`src/rtl/jtframe_quad_enc_if.sv`:
```
// Delta-pair handshake between a movement source and jtframe_quad_enc.
// The master presents signed X/Y deltas with in_valid; the slave answers with in_ready.
interface jtframe_quad_enc_if #(
  parameter int DW = 8
);
  logic          in_valid;
  logic          in_ready;
  logic [DW-1:0] delta_x;
  logic [DW-1:0] delta_y;

  modport master (
    output in_valid,
    output delta_x,
    output delta_y,
    input  in_ready
  );

  modport slave (
    input  in_valid,
    input  delta_x,
    input  delta_y,
    output in_ready
  );
endinterface

```
`src/rtl/jtframe_quad_enc.sv`:
```
// Quadrature encoder transmitter: turns buffered signed X/Y deltas into Gray-coded
// dial pulse trains, one step per axis every DIV clocks, with accept back-pressure.
module jtframe_quad_enc #(
  parameter int DW  = 8,
  parameter int AW  = 12,
  parameter int DIV = 16
) (
  input  logic                    clk,
  input  logic                    rst,
  input  logic                    i_clr,
  jtframe_quad_enc_if.slave       bus,
  output logic [1:0]              o_dial_x,
  output logic [1:0]              o_dial_y,
  output logic                    o_idle
);

  localparam int CW      = (DIV > 2) ? $clog2(DIV) : 1;
  localparam int LIM_INT = (1 << (AW - 1)) - 1 - (1 << (DW - 1));
  localparam logic signed [AW-1:0] LIM_P = AW'(LIM_INT);
  localparam logic signed [AW-1:0] LIM_N = AW'(-LIM_INT);
  localparam logic [CW-1:0]        CNT_TOP = CW'(DIV - 1);

  // One Gray step forward (00,01,11,10) or backward along the same cycle.
  function automatic logic [1:0] gray_step(input logic [1:0] g, input logic fwd);
    logic [1:0] r;
    case (g)
      2'b00:   r = fwd ? 2'b01 : 2'b10;
      2'b01:   r = fwd ? 2'b11 : 2'b00;
      2'b11:   r = fwd ? 2'b10 : 2'b01;
      2'b10:   r = fwd ? 2'b00 : 2'b11;
      default: r = 2'b00;
    endcase
    return r;
  endfunction

  // Amount an accumulator moves toward zero when a step is emitted.
  function automatic logic signed [AW-1:0] acc_sign(input logic signed [AW-1:0] a);
    logic signed [AW-1:0] r;
    if (a[AW-1]) begin
      r = {AW{1'b1}};
    end else if (a != '0) begin
      r = {{(AW-1){1'b0}}, 1'b1};
    end else begin
      r = '0;
    end
    return r;
  endfunction

  logic [CW-1:0]        r_cnt;
  logic signed [AW-1:0] r_acc_x;
  logic signed [AW-1:0] r_acc_y;
  logic [1:0]           r_dial_x;
  logic [1:0]           r_dial_y;

  logic                 w_tick;
  logic                 w_ready;
  logic                 w_accept;
  logic signed [AW-1:0] w_dx_ext;
  logic signed [AW-1:0] w_dy_ext;
  logic signed [AW-1:0] w_sx;
  logic signed [AW-1:0] w_sy;
  logic signed [AW-1:0] w_acc_x_nx;
  logic signed [AW-1:0] w_acc_y_nx;
  logic [1:0]           w_dial_x_nx;
  logic [1:0]           w_dial_y_nx;
  logic [CW-1:0]        w_cnt_nx;

  assign w_tick   = (r_cnt == CNT_TOP);
  // Limits leave headroom for one full-scale delta, so accepted deltas cannot overflow.
  assign w_ready  = !i_clr
                    && (r_acc_x <= LIM_P) && (r_acc_x >= LIM_N)
                    && (r_acc_y <= LIM_P) && (r_acc_y >= LIM_N);
  assign w_accept = bus.in_valid && w_ready;
  assign w_dx_ext = {{(AW-DW){bus.delta_x[DW-1]}}, bus.delta_x};
  assign w_dy_ext = {{(AW-DW){bus.delta_y[DW-1]}}, bus.delta_y};
  assign w_sx     = acc_sign(r_acc_x);
  assign w_sy     = acc_sign(r_acc_y);

  assign bus.in_ready = w_ready;
  assign o_dial_x     = r_dial_x;
  assign o_dial_y     = r_dial_y;
  assign o_idle       = (r_acc_x == '0) && (r_acc_y == '0);

  // Next divider count: free-running wrap at DIV-1.
  always_comb begin
    w_cnt_nx = r_cnt + {{(CW-1){1'b0}}, 1'b1};
    if (w_tick) begin
      w_cnt_nx = '0;
    end else begin
      w_cnt_nx = r_cnt + {{(CW-1){1'b0}}, 1'b1};
    end
  end

  // Next accumulators and phases; clr wins over both accept and tick.
  always_comb begin
    w_acc_x_nx  = r_acc_x;
    w_acc_y_nx  = r_acc_y;
    w_dial_x_nx = r_dial_x;
    w_dial_y_nx = r_dial_y;
    if (i_clr) begin
      w_acc_x_nx = '0;
      w_acc_y_nx = '0;
    end else begin
      w_acc_x_nx = r_acc_x + (w_accept ? w_dx_ext : '0) - (w_tick ? w_sx : '0);
      w_acc_y_nx = r_acc_y + (w_accept ? w_dy_ext : '0) - (w_tick ? w_sy : '0);
      if (w_tick && (r_acc_x != '0)) begin
        w_dial_x_nx = gray_step(r_dial_x, !r_acc_x[AW-1]);
      end else begin
        w_dial_x_nx = r_dial_x;
      end
      if (w_tick && (r_acc_y != '0)) begin
        w_dial_y_nx = gray_step(r_dial_y, !r_acc_y[AW-1]);
      end else begin
        w_dial_y_nx = r_dial_y;
      end
    end
  end

  // State registers with synchronous reset.
  always_ff @(posedge clk) begin
    if (rst) begin
      r_cnt    <= '0;
      r_acc_x  <= '0;
      r_acc_y  <= '0;
      r_dial_x <= 2'b00;
      r_dial_y <= 2'b00;
    end else begin
      r_cnt    <= w_cnt_nx;
      r_acc_x  <= w_acc_x_nx;
      r_acc_y  <= w_acc_y_nx;
      r_dial_x <= w_dial_x_nx;
      r_dial_y <= w_dial_y_nx;
    end
  end

endmodule

```
`src/flat_wrapper.sv`:
```
// flat-port wrapper written by rule: the top's interface ports become plain ports
module jtframe_quad_enc_flat 
#(
  parameter int DW  = 8,
  parameter int AW  = 12,
  parameter int DIV = 16
)
  (clk, rst, i_clr, o_dial_x, o_dial_y, o_idle, bus_in_valid, bus_delta_x, bus_delta_y, bus_in_ready);
  jtframe_quad_enc_if #(.DW(DW)) bus_i ();
  input  logic clk;
  input  logic rst;
  input  logic i_clr;
  output logic [1:0] o_dial_x;
  output logic [1:0] o_dial_y;
  output logic o_idle;
  input wire logic [$bits(bus_i.in_valid)-1:0] bus_in_valid;
  input wire logic [$bits(bus_i.delta_x)-1:0] bus_delta_x;
  input wire logic [$bits(bus_i.delta_y)-1:0] bus_delta_y;
  output wire logic [$bits(bus_i.in_ready)-1:0] bus_in_ready;
  assign bus_i.in_valid = bus_in_valid;
  assign bus_i.delta_x = bus_delta_x;
  assign bus_i.delta_y = bus_delta_y;
  assign bus_in_ready = bus_i.in_ready;
  jtframe_quad_enc #(.DW(DW), .AW(AW), .DIV(DIV)) u_core (.clk(clk), .rst(rst), .i_clr(i_clr), .bus(bus_i), .o_dial_x(o_dial_x), .o_dial_y(o_dial_y), .o_idle(o_idle));
endmodule
```
`config.mk`:
```
export PLATFORM = sky130hd
export DESIGN_NAME = jtframe_quad_enc_flat
export DESIGN_NICKNAME = d
export VERILOG_FILES = /design/src/rtl/jtframe_quad_enc_if.sv /design/src/rtl/jtframe_quad_enc.sv /design/src/flat_wrapper.sv
export SDC_FILE = /design/constraint.sdc
export NUM_CORES = 1
export LEC_CHECK = 0
export ABC_AREA = 1
export CAP_MARGIN = 25
export CORE_MARGIN = 5
export CORE_UTILIZATION = 40
export CTS_CLUSTER_DIAMETER = 120
export DETAILED_ROUTE_END_ITERATION = 16
export DONT_BUFFER_PORTS = 1
export GPL_ROUTABILITY_DRIVEN = 0
export PLACE_DENSITY_LB_ADDON = 0.1
export SLEW_MARGIN = 5
export SYNTH_ARGS = -nofsm -noshare
export SYNTH_HDL_FRONTEND = slang
export SYNTH_SLANG_ARGS = --single-unit
export TNS_END_PERCENT = 5
```
`constraint.sdc`:
```
create_clock -name clk -period 7.1 [get_ports clk]
set_clock_uncertainty 0.05 [all_clocks]
set_input_delay 1.42 -clock clk [delete_from_list [all_inputs] [get_ports clk]]
set_output_delay 1.42 -clock clk [all_outputs]
set_load 0.02 [all_outputs]
```
==> run_results.csv, run 1 <==
group,metric,value,unit
status,status,"finished, final reports clean",
power_and_ir_drop,p_leak,0.00175,µW
global_route,top_usage_layer,"met1",
setup_path,rr_startpoint,"u_core.r_cnt[0]",
final_layout,drive_gt1_share,3.26,%
drt,routed_wl,7.52,mm
cts,ctsHoldBuffers,0,
power_and_ir_drop,comb_power_share,69.8,%
global_route,grt_overflow,0,
cts,cts_resized,0,
drt,dr.pass1.iters,4,
timing,tightest_slew,0.955,ns
placement,post_dp_cell_area,3240,µm²
power_and_ir_drop,power.share.sequential,18.7,%
global_route,grt_pass1_vias,2670,
power_and_ir_drop,p_clk_share,11.5,%
timing,final_max_slew_viol_count,0,
final_layout,finish.utilization,43.3,%
global_route,grt_pass1_wl,12.8,mm
min_path,hold_path.class,"reg2reg",
drt,vias_per_cell,4.73,
setup_path,r2r_slack,3.11,ns
timing,finalHoldViolations,0,
die,rows,32,
setup_path,worst_ep_required_time,7.24,ns
synthesis,yosysSeqAreaShare,20.4,%
synthesis,syn_area,3130,µm²
cts,clk_latency,0.28,ns
min_path,worst_hold_path.endpoint,"u_core.r_cnt[0]",
power_and_ir_drop,switching_share,53.9,%
synthesis,yosysUniqueCellTypes,24,
drt,wl_per_cell,12.7,µm
placement,dpl.cell_count,585,
power_and_ir_drop,switching_power,726,µW
global_route,grt_max_degree,22,
placement,dp_hpwl,6.20,mm
final_layout,seq_area,641,µm²
synthesis,syn-num-nets,557,
timing,rsz0062_at_grt,"no",
placement,pre_cts_ws,2.92,ns
global_route,antenna_found_initial,0,
timing,finalSetupTns,0,ns
timing,slew_headroom,36.1,%
global_route,met3_usage,2.55,%
power_and_ir_drop,p_int,622,µW
cts,root_buffer,"clkbuf_8",
cts,post_cts_buffers,0,
synthesis,ys_ff_latch,32,
final_layout,fillers,847,
final_layout,fin_cells,593,
die,core_area,7690,µm²
setup_path,crit_type,"reg2reg",
power_and_ir_drop,power.density,405,nW/µm²
cts,h-tree-depth,2,
job,maxCapViolations,0,
setup_path,max_stage_delay,0.77,ns
setup_path,crit_slowest_cell,"nor2_1",
final_layout,multiInputGateArea,2050,µm²
setup_path,r2r_end,"u_core.r_acc_y[9]",
cts,cts.sinks,32,
timing,post-route-period-util,56.2,%
die,initial_core_util,40.8,%
setup_path,worstPathCellList,"ha_1 > nand2_1 > nor2_1 > inv_1 > nor2_1 > inv_1 > fa_1 > ha_1 > nand2_1 > nor2_1 > nand3_1 > nand3_1 > nand2_1 > nand2_1 > nor2_1",
placement,portBuffers,0,
cts,tritoncts,"built",
die,fp.dieW,98.5,µm
final_layout,syn2layout_area_growth,6.23,%
drt,dr.first_iter.drc_count,131,
cts,clockBufferDepth,2,
synthesis,synth_cells,488,
setup_path,crit_path_end_kind,"flip-flop",
cts,cts_made_buffers,5,
timing,fmaxAchievable,0.251,GHz
synthesis,yosysWarnings,0,
die,io-pin-count,26,
final_layout,n_antenna_cell,0,
synthesis,avgSynthCellArea,6.42,µm²
global_route,grt_use_met1,24.5,%
global_route,met2_usage,23.3,%
timing,worst_slack,3.11,ns
die,dieArea,9700,µm²
cts,clk_pin_slew,0.08,ns
min_path,worstHoldStart,"u_core.r_cnt[0]",
drt,antenna_left,0,
setup_path,cp_max_fo,7,
power_and_ir_drop,vdd_ir_drop_max,0.151,mV
final_layout,finalNetCount,559,
drt,vias,2807,
die,fp.dieH,98.5,µm
timing,setup_viol,0,
min_path,whs_path_depth,1,
global_route,grt_usage,16.2,%
timing,fin_crit,3.99,ns
setup_path,cp-start-kind,"flip-flop",
setup_path,arrival,4.13,ns
final_layout,final_area,3330,µm²
drt,drc,0,
setup_path,r2r_cells,15,
-- critical path, delay by kind of cell, from the launching register on --
| family | cells | cell delay [ns] |
|---|---|---|
| buf+inv | 2 | 0.58 |
| flops | 1 | 0.36 |
| simple gates | 10 | 1.79 |
| fa+ha+maj | 3 | 1.11 |
-- power by group through the flow --
stage                     Clock [µW]  Combinational [µW]  Sequential [µW]
after floorplan                    0                 751              245
after global placement             0                 931              257
after detailed placement           0                 932              257
after CTS                        159                 939              253
after global routing             167                1110              259
final                            155                 941              253
-- final cells by class --
| type | count | share of cell area (%) |
|---|---|---|
| clock buffers | 6 | 2.48 |
| clock inverters | 2 | 0.301 |
| inverters | 110 | 12.4 |
| multi-input cells | 340 | 61.5 |
| flip-flops and latches | 32 | 19.2 |
| well taps | 102 | 3.83 |
| repair buffers | 1 | 0.226 |
-- cells in the mapped netlist --
master    instances  share of area, %
a21oi_1          27               4.3
a21oi_2           1              0.28
and2_2            1              0.24
buf_2             1              0.16
buf_6             1              0.36
clkbuf_1          3              0.36
clkbuf_2          1              0.16
dfxtp_1          32                20
fa_1             22                14
ha_1             27                11
inv_1           109                13
inv_2             1              0.12
nand2_1         124                15
nand2_2           1              0.20
nand3_1          29               4.6
nand3_2           1              0.32
nand4_1          14               2.8
nor2_1           73               8.7
nor2_2            2              0.40
o211ai_1          1              0.24
o21ai_0          10               1.6
or2_1             1              0.20
xnor2_1           3              0.84
xor2_1            3              0.84
-- cells by family (layout without fill, tap and decap cells) --
kind of cell / after synthesis / count (layout) / share of synthesized area (%)
compound gates: 39 / 39 / 6.43
simple gates: 246 / 246 / 32.4
xor+xnor: 6 / 6 / 1.68
buf+inv: 116 / 119 / 14.2
fa+ha+maj: 49 / 49 / 24.8
flops: 32 / 32 / 20.4
-- flip-flops by register name (all words and copies together), names as in the netlist --
signal / cells
u_core.o_dial_x: 2
u_core.r_acc_y: 12
u_core.r_acc_x: 12
u_core.r_cnt: 4
u_core.o_dial_y: 2
-- metrics by stage --
step	power, µW	hold slack, ns
5_1_grt	1530	0.446
3_3_place_gp	1190	0.383
3_5_place_dp	1190	0.401
4_1_cts	1350	0.412
6_report	1350	0.400
2_1_floorplan	996	0.368
-- routing by layer --
| layer | share of wire [%] | up-vias |
|---|---|---|
| li1 | - | 1482 |
| met1 | 54 | 1252 |
| met2 | 40 | 60 |
| met3 | 4.3 | 13 |
| met4 | 2.0 | 0 |
| met5 | 0 | - |
-- placed cells by master (no fill, tap or decap), types with 2 or more instances in the layout --
cell / instances
o21ai_0: 10
clkinv_2: 2
dfxtp_1: 32
xnor2_1: 3
nand2_1: 124
a21oi_1: 27
xor2_1: 3
nand4_1: 14
nor2_2: 2
clkbuf_8: 6
fa_1: 22
nand3_1: 29
inv_1: 109
nor2_1: 73
ha_1: 27
-- how the worst max path moves through the flow --
stage                          startpoint                 to  slack [ns]  cells past startpoint
after floorplan                     i_clr  u_core.r_acc_x[9]        3.43                     14
after global placement              i_clr  u_core.r_acc_y[9]        2.94                     14
after detailed placement            i_clr  u_core.r_acc_y[9]        2.92                     14
after CTS                 u_core.r_cnt[0]  u_core.r_acc_y[9]        3.06                     15
after global routing      u_core.r_cnt[0]  u_core.r_acc_x[7]        2.70                     14
final                     u_core.r_cnt[0]  u_core.r_acc_y[9]        3.11                     15
No activity file was read; power rests on OpenSTA's default activity.
==> run 2, diff against run 1 <==
==> constraint.sdc (replaced) <==
create_clock -name clk -period 3.45 [get_ports clk]
set_clock_uncertainty 0.05 [all_clocks]
set_input_delay 0.69 -clock clk [delete_from_list [all_inputs] [get_ports clk]]
set_output_delay 0.69 -clock clk [all_outputs]
set_load 0.02 [all_outputs]
==> run_results.csv, run 2 (synthesis gave the netlist of run 1 again) <==
group,metric,value,unit
status,status,"finished, final reports clean",
drt,dr.pass1.iters,4,
cts,root_buffer,"clkbuf_8",
setup_path,cp_max_fo,8,
drt,antenna_left,0,
power_and_ir_drop,p_leak,0.00181,µW
final_layout,drive_gt1_share,5.38,%
cts,h-tree-depth,2,
timing,finalHoldViolations,0,
die,fp.dieW,98.5,µm
setup_path,arrival,3.27,ns
drt,vias,2801,
setup_path,cpMostUsedCell,"nand2_1",
timing,setup_viol,0,
timing,fmaxAchievable,0.320,GHz
drt,drc,0,
global_route,grt_pass1_wl,13.0,mm
setup_path,crit_slowest_cell,"fa_1",
min_path,hold_path.class,"reg2reg",
die,io-pin-count,26,
timing,slew_headroom,73.0,%
cts,cts.sinks,32,
die,initial_core_util,40.8,%
timing,worst_slack,0.324,ns
drt,routed_wl,7.55,mm
final_layout,layout_common_cells,"124 x nand2_1, 109 x inv_1, 73 x nor2_1",
timing,tightest_slew,0.403,ns
global_route,grt_pass1_vias,2702,
final_layout,finish.utilization,44.6,%
setup_path,crit_type,"reg2reg",
power_and_ir_drop,vdd_ir_drop_max,0.282,mV
setup_path,cp-start-kind,"flip-flop",
timing,finalSetupTns,0,ns
job,maxCapViolations,0,
drt,wl_per_cell,12.5,µm
die,dieArea,9700,µm²
timing,fin_crit,3.13,ns
setup_path,r2r_slack,0.32,ns
final_layout,syn2layout_area_growth,9.46,%
placement,dpl.cell_count,594,
drt,vias_per_cell,4.64,
global_route,grt_max_degree,22,
setup_path,worst_ep_required_time,3.59,ns
die,rows,32,
timing,post-route-period-util,90.6,%
cts,clockBufferDepth,2,
global_route,antenna_found_initial,0,
placement,dp_hpwl,6.25,mm
setup_path,worstPathCellList,"inv_1 > nand3_1 > o21ai_0 > nand2_1 > nand4_1 > buf_4 > nor2_1 > fa_1 > ha_1 > nand2_1 > nor2_1 > nand3_1 > nand3_1 > nand2_1 > nand2_1 > nor2_1",
placement,portBuffers,0,
cts,cts_made_buffers,5,
placement,pre_cts_ws,0.236,ns
final_layout,top_regs,"u_core.r_acc_x (12), u_core.r_acc_y (12), u_core.r_cnt (4)",
global_route,grt_overflow,0,
final_layout,n_antenna_cell,0,
timing,rsz0062_at_grt,"no",
cts,clk_pin_slew,0.08,ns
timing,whs,0.397,ns
cts,tritoncts,"built",
final_layout,fin_cells,604,
power_and_ir_drop,power.density,827,nW/µm²
setup_path,crit_path_end_kind,"flip-flop",
timing,final_max_slew_viol_count,0,
cts,ctsHoldBuffers,0,
final_layout,finalNetCount,570,
global_route,grt_usage,16.5,%
die,core_area,7690,µm²
drt,dr.first_iter.drc_count,115,
final_layout,final_common_cell,"nand2_1",
cts,clk_latency,0.29,ns
setup_path,max_stage_delay,0.44,ns
die,fp.dieH,98.5,µm
## run 2: worst max-delay path: cells and delay by family (launching register included)
| family | cells | cell delay, ns |
|---|---|---|
| AND/OR/NAND/NOR | 11 | 1.43 |
| adder cells (fa/ha/maj) | 2 | 0.81 |
| AO/OA/AOI/OAI | 1 | 0.12 |
| buffers and inverters | 2 | 0.29 |
| flip-flops | 1 | 0.32 |
## run 2: power breakdown
part / internal (µW) / leakage, µW / switching [µW]
Combinational: 689 / 0.00149 / 1250
Clock: 214 / 0.0000541 / 168
Sequential: 451 / 0.000262 / 61.6
Total: 1350 / 0.00181 / 1480
## run 2: path summary, 6_finish.rpt
path / from / depth (start not counted) / to
min: u_core.r_cnt[0] / 1 / u_core.r_cnt[0]
max reg2reg: u_core.r_acc_y[5] / 16 / u_core.r_acc_x[11]
max: u_core.r_acc_y[5] / 16 / u_core.r_acc_x[11]
min reg2reg: u_core.r_cnt[0] / 1 / u_core.r_cnt[0]
## run 2: layout make-up
cell class / instances / area, µm²
Multi-Input combinational cell: 340 / 2050
Clock buffer: 5 / 68.8
Fill cell: 831 / 4260
Sequential cell: 32 / 641
Inverter: 110 / 413
Clock inverter: 3 / 42.5
Tap cell: 102 / 128
Timing Repair Buffer: 12 / 90.1
## run 2: what timing repair did
action	4_1_cts	5_1_grt
gates resized for setup	0	0
setup endpoints to repair	0	1
setup buffers	0	2
## run 2: through the flow
| step | instance area (µm²) | total power (µW) |
|---|---|---|
| finish | 3430 | 2840 |
| CTS | 3410 | 2850 |
| global placement | 3300 | 2440 |
| floorplan | 3130 | 2050 |
| global route | 3430 | 3230 |
| detailed placement | 3300 | 2450 |
## run 2: per-layer routing
layer	part of all wire (%)	track usage (%)	up-vias	wire [µm]
met5	0	0	-	0
met4	1.3	3.99	0	100
met3	5.7	4.18	7	434
met2	40	23.8	53	3020
met1	53	24.4	1240	3990
li1	-	-	1501	-
